**src/rtl/decim_avg_iq_core.sv**
```systemverilog
// ---------------------------------------------------------------------------
// decim_avg_iq_core
//   I/Q boxcar decimator. It pops I/Q pairs from a show-ahead input FIFO and
//   sums each group of D = 2^k pairs. It then pushes one rounded average per
//   group to the output FIFO. In bypass mode, samples are forwarded one-for-one
//   with pop and push tied together. A job produces olen outputs and ends with
//   a one-cycle done pulse.
//
// Ports
//   clk                rising-edge clock
//   rst                synchronous reset, active-high
//   start              job start, honoured only while idle
//   Empty_i            input FIFO empty (head data valid while low)
//   Afull_i            output FIFO almost full
//   config_reg         word0[0]=bypass, word1[2:0]=k, word3=olen
//   data_from_fifo_I/Q signed sample at the input FIFO head
//   Read_Enable_fifo   pop input FIFO this cycle
//   Write_Enable_fifo  push I_dec/Q_dec this cycle
//   I_dec / Q_dec      signed decimated sample
//   status_reg         [0]done [1]busy [2]stop_empty [3]stop_Afull [4]bypass
// ---------------------------------------------------------------------------
module decim_avg_iq_core #(
  parameter int CONFIG_WIDTH   = 32,
  parameter int DATAPATH_WIDTH = 12,
  parameter int KMAX           = 4
) (
  input  logic                             clk,
  input  logic                             rst,
  input  logic                             start,
  input  logic                             Empty_i,
  input  logic                             Afull_i,
  input  logic [4*CONFIG_WIDTH-1:0]        config_reg,
  input  logic signed [DATAPATH_WIDTH-1:0] data_from_fifo_I,
  input  logic signed [DATAPATH_WIDTH-1:0] data_from_fifo_Q,
  output logic                             Read_Enable_fifo,
  output logic                             Write_Enable_fifo,
  output logic signed [DATAPATH_WIDTH-1:0] I_dec,
  output logic signed [DATAPATH_WIDTH-1:0] Q_dec,
  output logic [7:0]                       status_reg
);

  localparam int DW = DATAPATH_WIDTH;
  // One spare bit above DW+KMAX so the rounding bias can never wrap the sum.
  localparam int AW = DATAPATH_WIDTH + KMAX + 1;
  localparam logic [2:0] KMAX_L = 3'(KMAX);

  localparam logic [1:0] S_IDLE = 2'd0;
  localparam logic [1:0] S_ACC  = 2'd1;
  localparam logic [1:0] S_OUT  = 2'd2;
  localparam logic [1:0] S_DONE = 2'd3;

  logic [1:0]              r_state;
  logic                    r_byp;
  logic [2:0]              r_k;
  logic [CONFIG_WIDTH-1:0] r_olen;
  logic [CONFIG_WIDTH-1:0] r_out_cnt;
  logic [KMAX:0]           r_cnt;
  logic signed [AW-1:0]    r_acc_i_p0;
  logic signed [AW-1:0]    r_acc_q_p0;
  logic signed [DW-1:0]    r_i_dec_p1;
  logic signed [DW-1:0]    r_q_dec_p1;

  logic                    w_busy;
  logic                    w_pop_n;
  logic                    w_push_n;
  logic                    w_xfer_b;
  logic                    w_byp_act;
  logic                    w_stop_empty;
  logic                    w_stop_afull;
  logic [2:0]              w_k_cfg;
  logic [CONFIG_WIDTH-1:0] w_olen_cfg;
  logic [CONFIG_WIDTH-1:0] w_out_next;
  logic                    w_olen_hit;
  logic [KMAX:0]           w_d_m1;
  logic                    w_cnt_last;
  logic signed [AW-1:0]    w_sum_i;
  logic signed [AW-1:0]    w_sum_q;
  logic                    w_unused_cfg;

  // Round half up: add 2^(k-1) before the arithmetic shift. For a boxcar
  // average, the result is always inside the input range, so no clamp is needed.
  function automatic logic signed [DW-1:0] round_shift(
    input logic signed [AW-1:0] sum,
    input logic [2:0]           k
  );
    logic signed [AW-1:0] bias;
    logic signed [AW-1:0] shifted;
    bias    = (k == 3'd0) ? '0 : (AW'(1) << (k - 3'd1));
    shifted = (sum + bias) >>> k;
    return shifted[DW-1:0];
  endfunction

  assign w_k_cfg      = config_reg[CONFIG_WIDTH +: 3];
  assign w_olen_cfg   = config_reg[3*CONFIG_WIDTH +: CONFIG_WIDTH];
  assign w_unused_cfg = ^{config_reg[3*CONFIG_WIDTH-1:CONFIG_WIDTH+3],
                          config_reg[CONFIG_WIDTH-1:1]};

  assign w_out_next = r_out_cnt + CONFIG_WIDTH'(1);
  assign w_olen_hit = (w_out_next == r_olen);
  assign w_d_m1     = ((KMAX+1)'(1) << r_k) - (KMAX+1)'(1);
  assign w_cnt_last = (r_cnt == w_d_m1);

  assign w_sum_i = r_acc_i_p0 + {{(AW-DW){data_from_fifo_I[DW-1]}}, data_from_fifo_I};
  assign w_sum_q = r_acc_q_p0 + {{(AW-DW){data_from_fifo_Q[DW-1]}}, data_from_fifo_Q};

  // Strobes are gated by rst so an aborted job stops popping/pushing at once.
  assign w_busy    = (r_state != S_IDLE);
  assign w_pop_n   = ~rst & (r_state == S_ACC) & ~r_byp & ~Empty_i;
  assign w_push_n  = ~rst & (r_state == S_OUT) & ~Afull_i;
  assign w_xfer_b  = ~rst & (r_state == S_ACC) & r_byp & ~Empty_i & ~Afull_i;
  assign w_byp_act = r_byp & w_busy;

  assign Read_Enable_fifo  = w_pop_n | w_xfer_b;
  assign Write_Enable_fifo = w_push_n | w_xfer_b;
  assign I_dec = w_byp_act ? data_from_fifo_I : r_i_dec_p1;
  assign Q_dec = w_byp_act ? data_from_fifo_Q : r_q_dec_p1;

  assign w_stop_empty = (r_state == S_ACC) & Empty_i;
  assign w_stop_afull = ((r_state == S_OUT) | ((r_state == S_ACC) & r_byp)) & Afull_i;
  assign status_reg   = {3'b000, r_byp, w_stop_afull, w_stop_empty, w_busy,
                         (r_state == S_DONE)};

  always_ff @(posedge clk) begin
    if (rst) begin
      r_state    <= S_IDLE;
      r_byp      <= 1'b0;
      r_k        <= '0;
      r_olen     <= '0;
      r_out_cnt  <= '0;
      r_cnt      <= '0;
      r_acc_i_p0 <= '0;
      r_acc_q_p0 <= '0;
      r_i_dec_p1 <= '0;
      r_q_dec_p1 <= '0;
    end else begin
      case (r_state)
        S_IDLE: begin
          if (start) begin
            r_byp      <= config_reg[0];
            r_k        <= (w_k_cfg > KMAX_L) ? KMAX_L : w_k_cfg;
            r_olen     <= w_olen_cfg;
            r_out_cnt  <= '0;
            r_cnt      <= '0;
            r_acc_i_p0 <= '0;
            r_acc_q_p0 <= '0;
            r_state    <= (w_olen_cfg == '0) ? S_DONE : S_ACC;
          end
        end
        // p0: accumulate popped samples; the group's last pop also registers
        // the rounded average so it is ready for the push on the next cycle.
        S_ACC: begin
          if (r_byp) begin
            if (~Empty_i & ~Afull_i) begin
              r_out_cnt <= w_out_next;
              if (w_olen_hit) r_state <= S_DONE;
            end
          end else if (~Empty_i) begin
            r_acc_i_p0 <= w_sum_i;
            r_acc_q_p0 <= w_sum_q;
            r_cnt      <= r_cnt + (KMAX+1)'(1);
            if (w_cnt_last) begin
              r_i_dec_p1 <= round_shift(w_sum_i, r_k);
              r_q_dec_p1 <= round_shift(w_sum_q, r_k);
              r_state    <= S_OUT;
            end
          end
        end
        // p1: hold the average until the output FIFO accepts it.
        S_OUT: begin
          if (~Afull_i) begin
            r_out_cnt  <= w_out_next;
            r_cnt      <= '0;
            r_acc_i_p0 <= '0;
            r_acc_q_p0 <= '0;
            r_state    <= w_olen_hit ? S_DONE : S_ACC;
          end
        end
        default: r_state <= S_IDLE;
      endcase
    end
  end

endmodule

```
**config.mk**
```make
export PLATFORM = sky130hd
export DESIGN_NAME = decim_avg_iq_core
export DESIGN_NICKNAME = d
export VERILOG_FILES = /design/src/rtl/decim_avg_iq_core.sv
export SDC_FILE = /design/constraint.sdc
export NUM_CORES = 1
export LEC_CHECK = 0
export ABC_CLOCK_PERIOD_IN_PS = 4100
export CORE_ASPECT_RATIO = 1.75
export CORE_MARGIN = 4
export CORE_UTILIZATION = 50
export CTS_CLUSTER_SIZE = 8
export DETAILED_ROUTE_END_ITERATION = 7
export GPL_ROUTABILITY_DRIVEN = 0
export PLACE_DENSITY = 0.85
export REMOVE_ABC_BUFFERS = 1
export SETUP_SLACK_MARGIN = 0.5
export SLEW_MARGIN = 20
export SYNTH_ARGS = -nofsm -noshare
export SYNTH_HDL_FRONTEND = slang
export SYNTH_SLANG_ARGS = --single-unit
```
**constraint.sdc**
```tcl
create_clock -name clk -period 4.1 [get_ports clk]
set_input_delay 0.82 -clock clk [delete_from_list [all_inputs] [get_ports clk]]
set_output_delay 0.82 -clock clk [all_outputs]
set_load 0.01 [all_outputs]
```
# After elaboration in Yosys (flattened, before gate mapping)
# Cells that the tools add are included.
op_classes:
  n_bitwise: 20
  eq_ne: 15
  add_sub_neg: 8
  shift: 4
  order_cmp: 1
  n_mux: 32
  n_reduce_logical: 10
op_table:
  columns: ["cell", "n"]
  rows:
  - ["$mux 32", 4]
  - ["$mux 17", 7]
  - ["$pmux 17 s3", 2]
  - ["$pmux 32 s3", 1]
  - ["$add 17x17->17", 4]
  - ["$sshr 17x3->12", 2]
  - ["$add 32x1->32 const B", 1]
  - ["$eq 32x32->1", 1]
  - ["$logic_not 32->1", 1]
  - ["$mux 12", 2]
  - ["$mux 5", 4]
  - ["$mux 2", 9]
  - ["$shl 1x3->17 const A", 1]
  - ["$pmux 5 s3", 1]
  - ["$and 1x1->1", 13]
  - ["$ne 2x2->1 const B", 5]
  - ["$reduce_and 5->1", 2]
  - ["$ne 3x3->1 const B", 3]
  - ["$pmux 2 s3", 1]
  - ["$reduce_and 6->1", 1]
  - ["$add 5x1->5 const B", 1]
  - ["$eq 5x5->1", 1]
  - ["$shl 1x3->5 const A", 1]
  - ["$sub 5x2->5 const B", 1]
  - ["15 further kinds", 21]
word_totals:
  input_bits: 157
  out_inout_bits: 34
  elab_cells: 100
  ff_bits: 133

# Logic depth before layout (Yosys ltp)
depth:
  word_depth: 7
  mapped_depth: 17
  mapped_depth_nobuf: 15

# Least setup slack after synthesis
# OpenSTA, ideal clock, no wires.
synth_path:
  kind: "input-to-reg"
  from: "in data_from_fifo_Q[0]"
  to: "reg r_q_dec_p1[6]"
  n_path_buf: 0
  path_slack_ns: -0.140
  setup_time_ns: 0.070
  stages: 14
  arrival_time_ns: 4.170
  required_time_ns: 4.030
  path_cell_list: "ha_1 > fa_1 > a211oi_2 > o21ai_2 > xnor2_1 > ha_1 > or2_2 > a21oi_1 > inv_1 > and4_1 > or2_2 > a221o_1 > mux4_2 > a21oi_1"
synth_via:
  elab_chain_cells: 3
synth_lines:
  columns: ["item", "line", "source"]
  rows:
  - ["start: declaration", "34", "input logic signed [DATAPATH_WIDTH-1:0] data_from_fifo_Q,"]
  - ["$add 17x17->17", "104", "assign w_sum_q = r_acc_q_p0 + {{(AW-DW){data_from_fifo_Q[DW-1]}}, data_from_fifo_Q};"]
  - ["$add 17x17->17", "89", "shifted = (sum + bias) >>> k;"]
  - ["$sshr 17x3->12", "89", null]
  - ["end signal: assignment", "163", "r_q_dec_p1 <= round_shift(w_sum_q, r_k);"]
  - ["end: declaration", "61", "logic signed [DW-1:0] r_q_dec_p1;"]
# No other way between the ends.
# A chain may end at the register's enable or synchronous reset.

# Final worst setup path
layout_path:
  from: "reg r_k[1]"
  to: "reg r_i_dec_p1[5]"
layout_via:
  elab_chain_cells: 5
  word_cells_on_any_way: 10
  classes_between: "add/sub: 3; eq/ne: 1; shift: 3; mux: 1; reduce/logical: 2"
layout_lines:
  columns: ["item", "line", "source"]
  rows:
  - ["start: declaration", "54", "logic [2:0] r_k;"]
  - ["start signal: assignment", "140", "r_k <= (w_k_cfg > KMAX_L) ? KMAX_L : w_k_cfg;"]
  - ["$sub 3x1->3", "88", "bias = (k == 3'd0) ? '0 : (AW'(1) << (k - 3'd1));"]
  - ["$shl 1x3->17", "88", null]
  - ["$mux 17", "88", null]
  - ["$add 17x17->17", "89", null]
  - ["$sshr 17x3->12", "89", null]
  - ["end signal: assignment", "162", "r_i_dec_p1 <= round_shift(w_sum_i, r_k);"]
  - ["end: declaration", "60", "logic signed [DW-1:0] r_i_dec_p1;"]
# Several ways; a longest one is shown, not always the timed one.

==> metrics <==
largest fanout on the critical path 18; Routed WL ~48 mm; final net count around 2000; clock transition at the registers of the reported paths approximately 60 ps; DIE HEIGHT ~210 um; Setup crit end kind flop; I/O Buffers 95; Die ar. around 26000 um2; Area growth syn-to-layout 35.1%; measured slew at the worst slew-check pin between 1000 and 1500 ps; Reg-to-Reg Start r_k[1]; Pleak ~6.2 nW; Overall Power approximately 7 mW; Synth top area share 0.232; via count between 10000 and 15000; Hold Violations, Final 0; post-route setup slack -137 ps; CTS tree done; initial antenna violation count 3; Synth cell types around 110; Worst-Skew Late Latency between 400 and 500 ps; # fillers ~1600; register share of total power 0.226; Worst setup SP type flop; Worst R2R Path Depth 16; logic gate share of total power 0.535; clock power share 0.239; initial DRC count roughly 2200; HPWL after DPL about 28 mm; number of diodes 0; initial core utilization 0.507; fin. max-slew vios 0; core footprint ~23000 um2; Die Span X roughly 120 um; YS warnings 0; utilization after layout 0.684; TritonCTS buffer count 17; Final Critical Period approximately 4200 ps; # rows between 70 and 80; first-pass detailed-route iteration total 8; Routed Antenna Nets 0; status finished with violations; post-route cell area 15500 um2; final setup fails 9; RSZ-0062 raised after global routing true; Power Density 451 nW/um2; hold depth 2; Clock Sinks roughly 130; Critical Path Max Stage Delay between 800 and 900 ps; global route overflow 0; pre-CTS setup slack -811 ps; hold_sp r_olen[0]; cell area after synthesis approximately 11000 um2; CP max stage cell nor2_1; r2r setup slk -140 ps; Clock Path Buffers 2; violated checks DRC, setup timing; # DRC 9; Rel. slew slack 0.325; Root Driver clkbuf_16; crit path cell chain buf_4, inv_1, nand2_1, nor2_1, ha_2, o21a_1, o21a_1, a31o_2, nor2b_4, buf_12, xnor2_4, o21ai_0, o32ai_2, buf_4, a21oi_1, nor2_1; CP delay by family, top compound AO/OA/AOI/OAI gates; cell internal pwr 3.99 mW; cell taking the most area after synthesis dfxtp_1; share of cells above drive strength 1 0.273; sequential area share after synthesis 0.232; Max rail drop VDD 427 uV; first-pass GRT wire length 66.4 mm; synthesized flop and latch total approximately 130; Crit Path Category flop to flop; H-tree levels 4; Hold Path Class flop to flop; Arr. time, crit path about 4600 ps; R2R Path End r_i_dec_p1[5]; maximum capacitance violations 0; All-Layer GR Usage 0.325; Avg Inst Size Synth approximately 7.7 um2; Vias/cell slightly below 7; Top FF cell, synth dfxtp_1; Max Clock Skew ~12 ps; post-synthesis instance total 1493; largest net degree at the start of global routing 64; Post-synth EDFFs 0; Hold Crit Endpoint r_olen[0]; placed cell areas 13700 um2; CP bufs+invs 4; I/O Pins ~190; WL per Instance roughly 23 um; sw frac 0.430; synth top area cells dfxtp_1 23%, nand2_1 6.6%, ha_1 6.4%, a21oi_1 6.2%, nor2_1 4.4%; Max Fclk 236 MHz; vias in the first global route ~13000; crit share post-route 1.03; asr flop ratio synth 0; Net Sw Power between 3 and 4 mW; Critical Path RT around 4400 ps
sequential cells by signal, indices dropped and copies added (netlist names):
name / count
r_cnt: 5
r_out_cnt: 32
r_q_dec_p1: 12
r_byp: 1
r_state: 2
r_acc_q_p0: 17
r_acc_i_p0: 17
r_olen: 32
r_k: 3
r_i_dec_p1: 12
power groups by stage:
stage	sequential, mW	combinational [mW]	clock [mW]
2_1_floorplan	1.55	1.86	0
3_3_place_gp	1.58	2.95	0
3_5_place_dp	1.58	3.05	0
4_1_cts	1.56	3.29	1.66
5_1_grt	1.59	3.93	1.72
6_report	1.58	3.74	1.67
cell usage after synthesis, drive strengths merged, types with 5 or more instances:
cell / n
ha: 59
buf: 45
or2: 9
a31oi: 20
mux4: 7
nand4: 29
a311oi: 7
and4: 12
o311ai: 5
mux2i: 17
nand2: 202
xnor2: 61
nor2: 138
nor2b: 14
a21oi: 145
or4: 6
nor4: 18
o21ai: 56
nand3: 47
or3: 9
o211ai: 22
and2: 12
a21boi: 6
o21a: 11
inv: 37
nand2b: 8
xor2: 30
nor3: 53
mux2: 26
dfxtp: 133
a22oi: 30
o22ai: 8
and3: 15
a21o: 23
a211o: 9
a211oi: 30
clkbuf: 53
nor3b: 6
o221ai: 7
per-layer routing:
layer / GRT usage / routed length [um]
met3: 0.0748 / 4740
met2: 0.549 / 22500
met4: 0.312 / 5420
met5: 0 / 61
met1: 0.315 / 15100
cells by family after synthesis:
| logic type | after synthesis | share of synthesized area |
|---|---|---|
| other cells | 1 | 0.000327 |
| mux | 50 | 0.0541 |
| buf+inv | 135 | 0.0548 |
| compound gates | 429 | 0.258 |
| xor+xnor | 92 | 0.0763 |
| simple gates | 590 | 0.253 |
| fa+ha+maj | 63 | 0.0713 |
| flops | 133 | 0.232 |
how the worst max path moves through the flow:
stage,startpoint,slack [ps],to,cells after the start
after floorplan,r_k[0],-450,r_i_dec_p1[8],10
after global placement,data_from_fifo_Q[0],-680,r_q_dec_p1[6],15
after detailed placement,data_from_fifo_Q[0],-810,r_q_dec_p1[4],16
after CTS,data_from_fifo_Q[0],280,r_q_dec_p1[2],15
after global routing,r_k[1],-340,r_i_dec_p1[3],15
final,r_k[1],-140,r_i_dec_p1[5],16
cells in the final DEF (no fill, tap or decap), types with 9 or more instances in the layout:
master and count:
nor2b_1 12, nor4_1 15, nor2_1 129, nand3_1 44, o21ai_1 16, xor2_1 24, ha_1 39, xnor2_1 45
clkdlybuf4s50_1 81, o21ai_0 32, dfxtp_1 133, a21o_1 22, nand4_1 25, nor3_1 46, a21oi_1 126, a211oi_1 13
mux2i_1 13, a211oi_2 13, a31oi_1 16, nand2_1 198, or3_1 9, o211ai_1 18, inv_1 33, a21oi_2 16
ha_4 13, xnor2_2 13, and2_1 11, and4_1 9, mux2_2 26, buf_4 217, a22oi_1 29, clkbuf_16 17
and3_1 13
stage by stage:
step	hold slack [ps]	TNS [ps]	instances
3_3_place_gp	441	-12680	1980
5_1_grt	488	-853	2051
3_5_place_dp	458	-15230	1980
2_1_floorplan	423	-5360	1401
4_1_cts	469	0	2033
6_report	470	-593	2051
worst min-delay path, cell delays in order, from the launching register on:
cell and delay, ps:
dfxtp_1 320, nand2_1 50, a21oi_1 50
repair_timing:
item / CTS / global route
gates cloned: 0 / 0
setup endpoints to repair: 24 / 25
gates resized for setup: 127 / 71
hold buffers: 0 / 0
endpoints found under the hold margin: 0 / 0
buffers inserted: 21 / 18
pin swaps: 71 / 46
cell type report:
cell class                      instances  area (um2)  area share
Timing Repair Buffer                  318        2650       0.171
Clock buffer                           19         453      0.0292
Multi-Input combinational cell       1231        9050       0.584
Inverter                               37         139     0.00896
Sequential cell                       133        2660       0.172
Tap cell                              300         375      0.0242
Clock inverter                         13         170      0.0110
(Power assumes the default switching activity.)
==> RTL change (same flow settings) <==
Reset style: asynchronous (`rst`), changed in one clocked block. Comments in the files are not updated.
--- a/src/rtl/decim_avg_iq_core.sv
+++ b/src/rtl/decim_avg_iq_core.sv
@@ -120,7 +120,7 @@
   assign status_reg   = {3'b000, r_byp, w_stop_afull, w_stop_empty, w_busy,
                          (r_state == S_DONE)};
 
-  always_ff @(posedge clk) begin
+  always_ff @(posedge clk or posedge rst) begin
     if (rst) begin
       r_state    <= S_IDLE;
       r_byp      <= 1'b0;
Check against the original RTL: differs if rst is asserted again (counterexample within 4 cycles, from zero or initial values and one cycle with rst high); with rst held inactive, the same outputs for 4 cycles.
==> RTL change against the original RTL <==
  * The run ends with setup timing left
  * Sequential cell count unchanged
  * Area after synthesis fell by 3.4%
  * Cell area rose by 0.78%
  * Hold slack better by 0.021 ns
  * Core utilization up 3.6 points
  * Routed wire length is 3.1% lower
  * Setup slack got worse by 0.15 ns
  * Cell count decreased by 10%
  * Count of clock-buffer cells in the layout down 2
  * Critical endpoint is now r_i_dec_p1[4]$_DFFE_PP0P_
Power is not compared: it rests on default switching activity, and its combinational part moved more than twofold at a synthesized area within 25%.
==> RTL change: results (changes against the original RTL) <==
clk_lat worst skew=0.46 ns (+0.02 ns); vias in the first global route=12.4k (-6.6%); R2R Setup Slk=-0.27 ns (-0.13 ns); Synth Area per Inst=8.65 um2 (+12%); top routing layer used=met4; Final Skew=0.0122 ns (+0.000563 ns); Max FO, Critical Path=3 (-15); top cells by area, synth=dfrtp_1 (30%), ha_1 (6.7%), mux2_2 (6.6%), xnor2_1 (4.9%), o21ai_0 (4.6%); met3 WL=4.25 mm (-10%); Synth Area in Adders=7.47% (+0.34 points); Clock Tree Buf Depth=2 (unchanged); Metal-1 WL=14.8 mm (-2.3%); list of most frequent post-synthesis cells=dfrtp_1 (133), nand2_1 (128), o21ai_0 (101), nor2_1 (80), a21oi_1 (72); Placement Setup Slack=-0.950 ns (-0.140 ns); antenna violations before repair=0 (-3); Hold Path End=r_acc_q_p0[14]$_DFFE_PP0P_; Async SR Flop Fraction=100% (+100 points); final setup margin=-0.286 ns (-0.149 ns); Arrival @ worst endpoint=4.78 ns (+0.21 ns); outcome=finished, violations left; Non-Filler Instances=1839 (-10%); fill count=1386 (-12%); post-synthesis sequential area ratio=30.0% (+6.8 points); post-synth cell types=90 (-16%); RR Endpoint=r_i_dec_p1[4]$_DFFE_PP0P_; worst hold slack=0.491 ns (+0.0207 ns); post-DP HPWL=25.8 mm (-8.6%); top_reg_cell synth=dfrtp_1; worst slew pin tran=0.750 ns (-0.258 ns); GRT Overall Usage=32.6% (+0.13 points); nets=1754 (-10%); Cell Area, Placed=0.0134 mm2 (-2.8%); fraction of layout cells with a size suffix above 1=32.4% (+5.1 points); largest net degree at the start of global routing=53 (-17%); DRT Wirelength=46.3 mm (-3.1%); failing checks=setup timing; Post-Place Cells=1762 (-11%); Reg2Reg Depth=14 (-2); reg2reg start=r_acc_i_p0[0]$_DFFE_PP0P_; via count=12.7k (-9.4%); TNS Setup=-1.35 ns (-0.761 ns); Post-Synth XOR/XNOR Area=7.19% (-0.44 points); Hold Startpoint=r_acc_q_p0[14]$_DFFE_PP0P_; post-synthesis mux area share=9.64% (+4.2 points); metal2 WL=22.9 mm (+1.8%); Final Setup Violations=12 (+3); first-pass GRT wire length=63.7 mm (-4.1%)
[RTL change: layout make-up]
| cell class | instances | area (um2) | area share (%) |
|---|---|---|---|
| well taps | 292 | 365 | 2.34 |
| repair buffers | 308 | 2670 | 17.1 |
| clock inverters | 14 | 201 | 1.29 |
| diodes | 1 | 2.50 | 0.0160 |
| flip-flops and latches | 133 | 3330 | 21.3 |
| inverters | 22 | 85.1 | 0.545 |
| clock buffers | 17 | 425 | 2.72 |
| multi-input cells | 1052 | 8550 | 54.7 |
[RTL change: cells by family (layout without fill, tap and decap cells)]
| kind of cell | count (synthesis) | in the layout |
|---|---|---|
| buf+inv | 103 | 361 |
| mux | 96 | 96 |
| fa+ha+maj | 64 | 64 |
| compound gates | 388 | 388 |
| xor+xnor | 91 | 91 |
| flops | 133 | 133 |
| other cells | 1 | 8 |
| simple gates | 406 | 406 |
[RTL change: how the worst max path moves through the flow]
| stage | from | end | slack [ns] | cells after the start |
|---|---|---|---|---|
| finish | data_from_fifo_I[0] | r_i_dec_p1[4]$_DFFE_PP0P_ | -0.29 | 15 |
| global route | data_from_fifo_I[0] | r_i_dec_p1[4]$_DFFE_PP0P_ | -0.34 | 15 |
| CTS | data_from_fifo_I[0] | r_i_dec_p1[6]$_DFFE_PP0P_ | 0.08 | 16 |
| detailed placement | data_from_fifo_Q[0] | r_q_dec_p1[6]$_DFFE_PP0P_ | -0.95 | 18 |
| global placement | data_from_fifo_I[0] | r_i_dec_p1[6]$_DFFE_PP0P_ | -0.81 | 16 |
| floorplan | r_k[1]$_DFFE_PP0P_ | r_q_dec_p1[6]$_DFFE_PP0P_ | -0.51 | 13 |
[RTL change: worst max-delay path: stages]
cell	delay [ns]
buf_8	0.10
ha_4	0.16
fa_2	0.40
a211o_1	0.31
a221oi_2	0.33
xnor2_1	0.24
ha_2	0.35
or3_4	0.41
o221ai_4	0.09
nand2b_4	0.20
mux2i_1	0.62
a31oi_4	0.24
a211oi_2	0.26
buf_4	0.15
a21o_1	0.11
[RTL change: timing repair]
action                     CTS  global route
pin swaps                   86            77
setup buffers               26            19
setup endpoints to repair   26            26
gates resized for setup    170           125
[RTL change: report_power, final]
group	internal [uW]	switching [uW]	total (uW)
registers	1700	418	2110
clock network	1020	697	1720
logic	4770	5820	10600
[RTL change: routing by layer]
metal,track usage (%),up-vias
met4,26.8,0
li1,-,5262
met2,57.3,1045
met3,6.46,366
met5,0,-
met1,33.0,6000
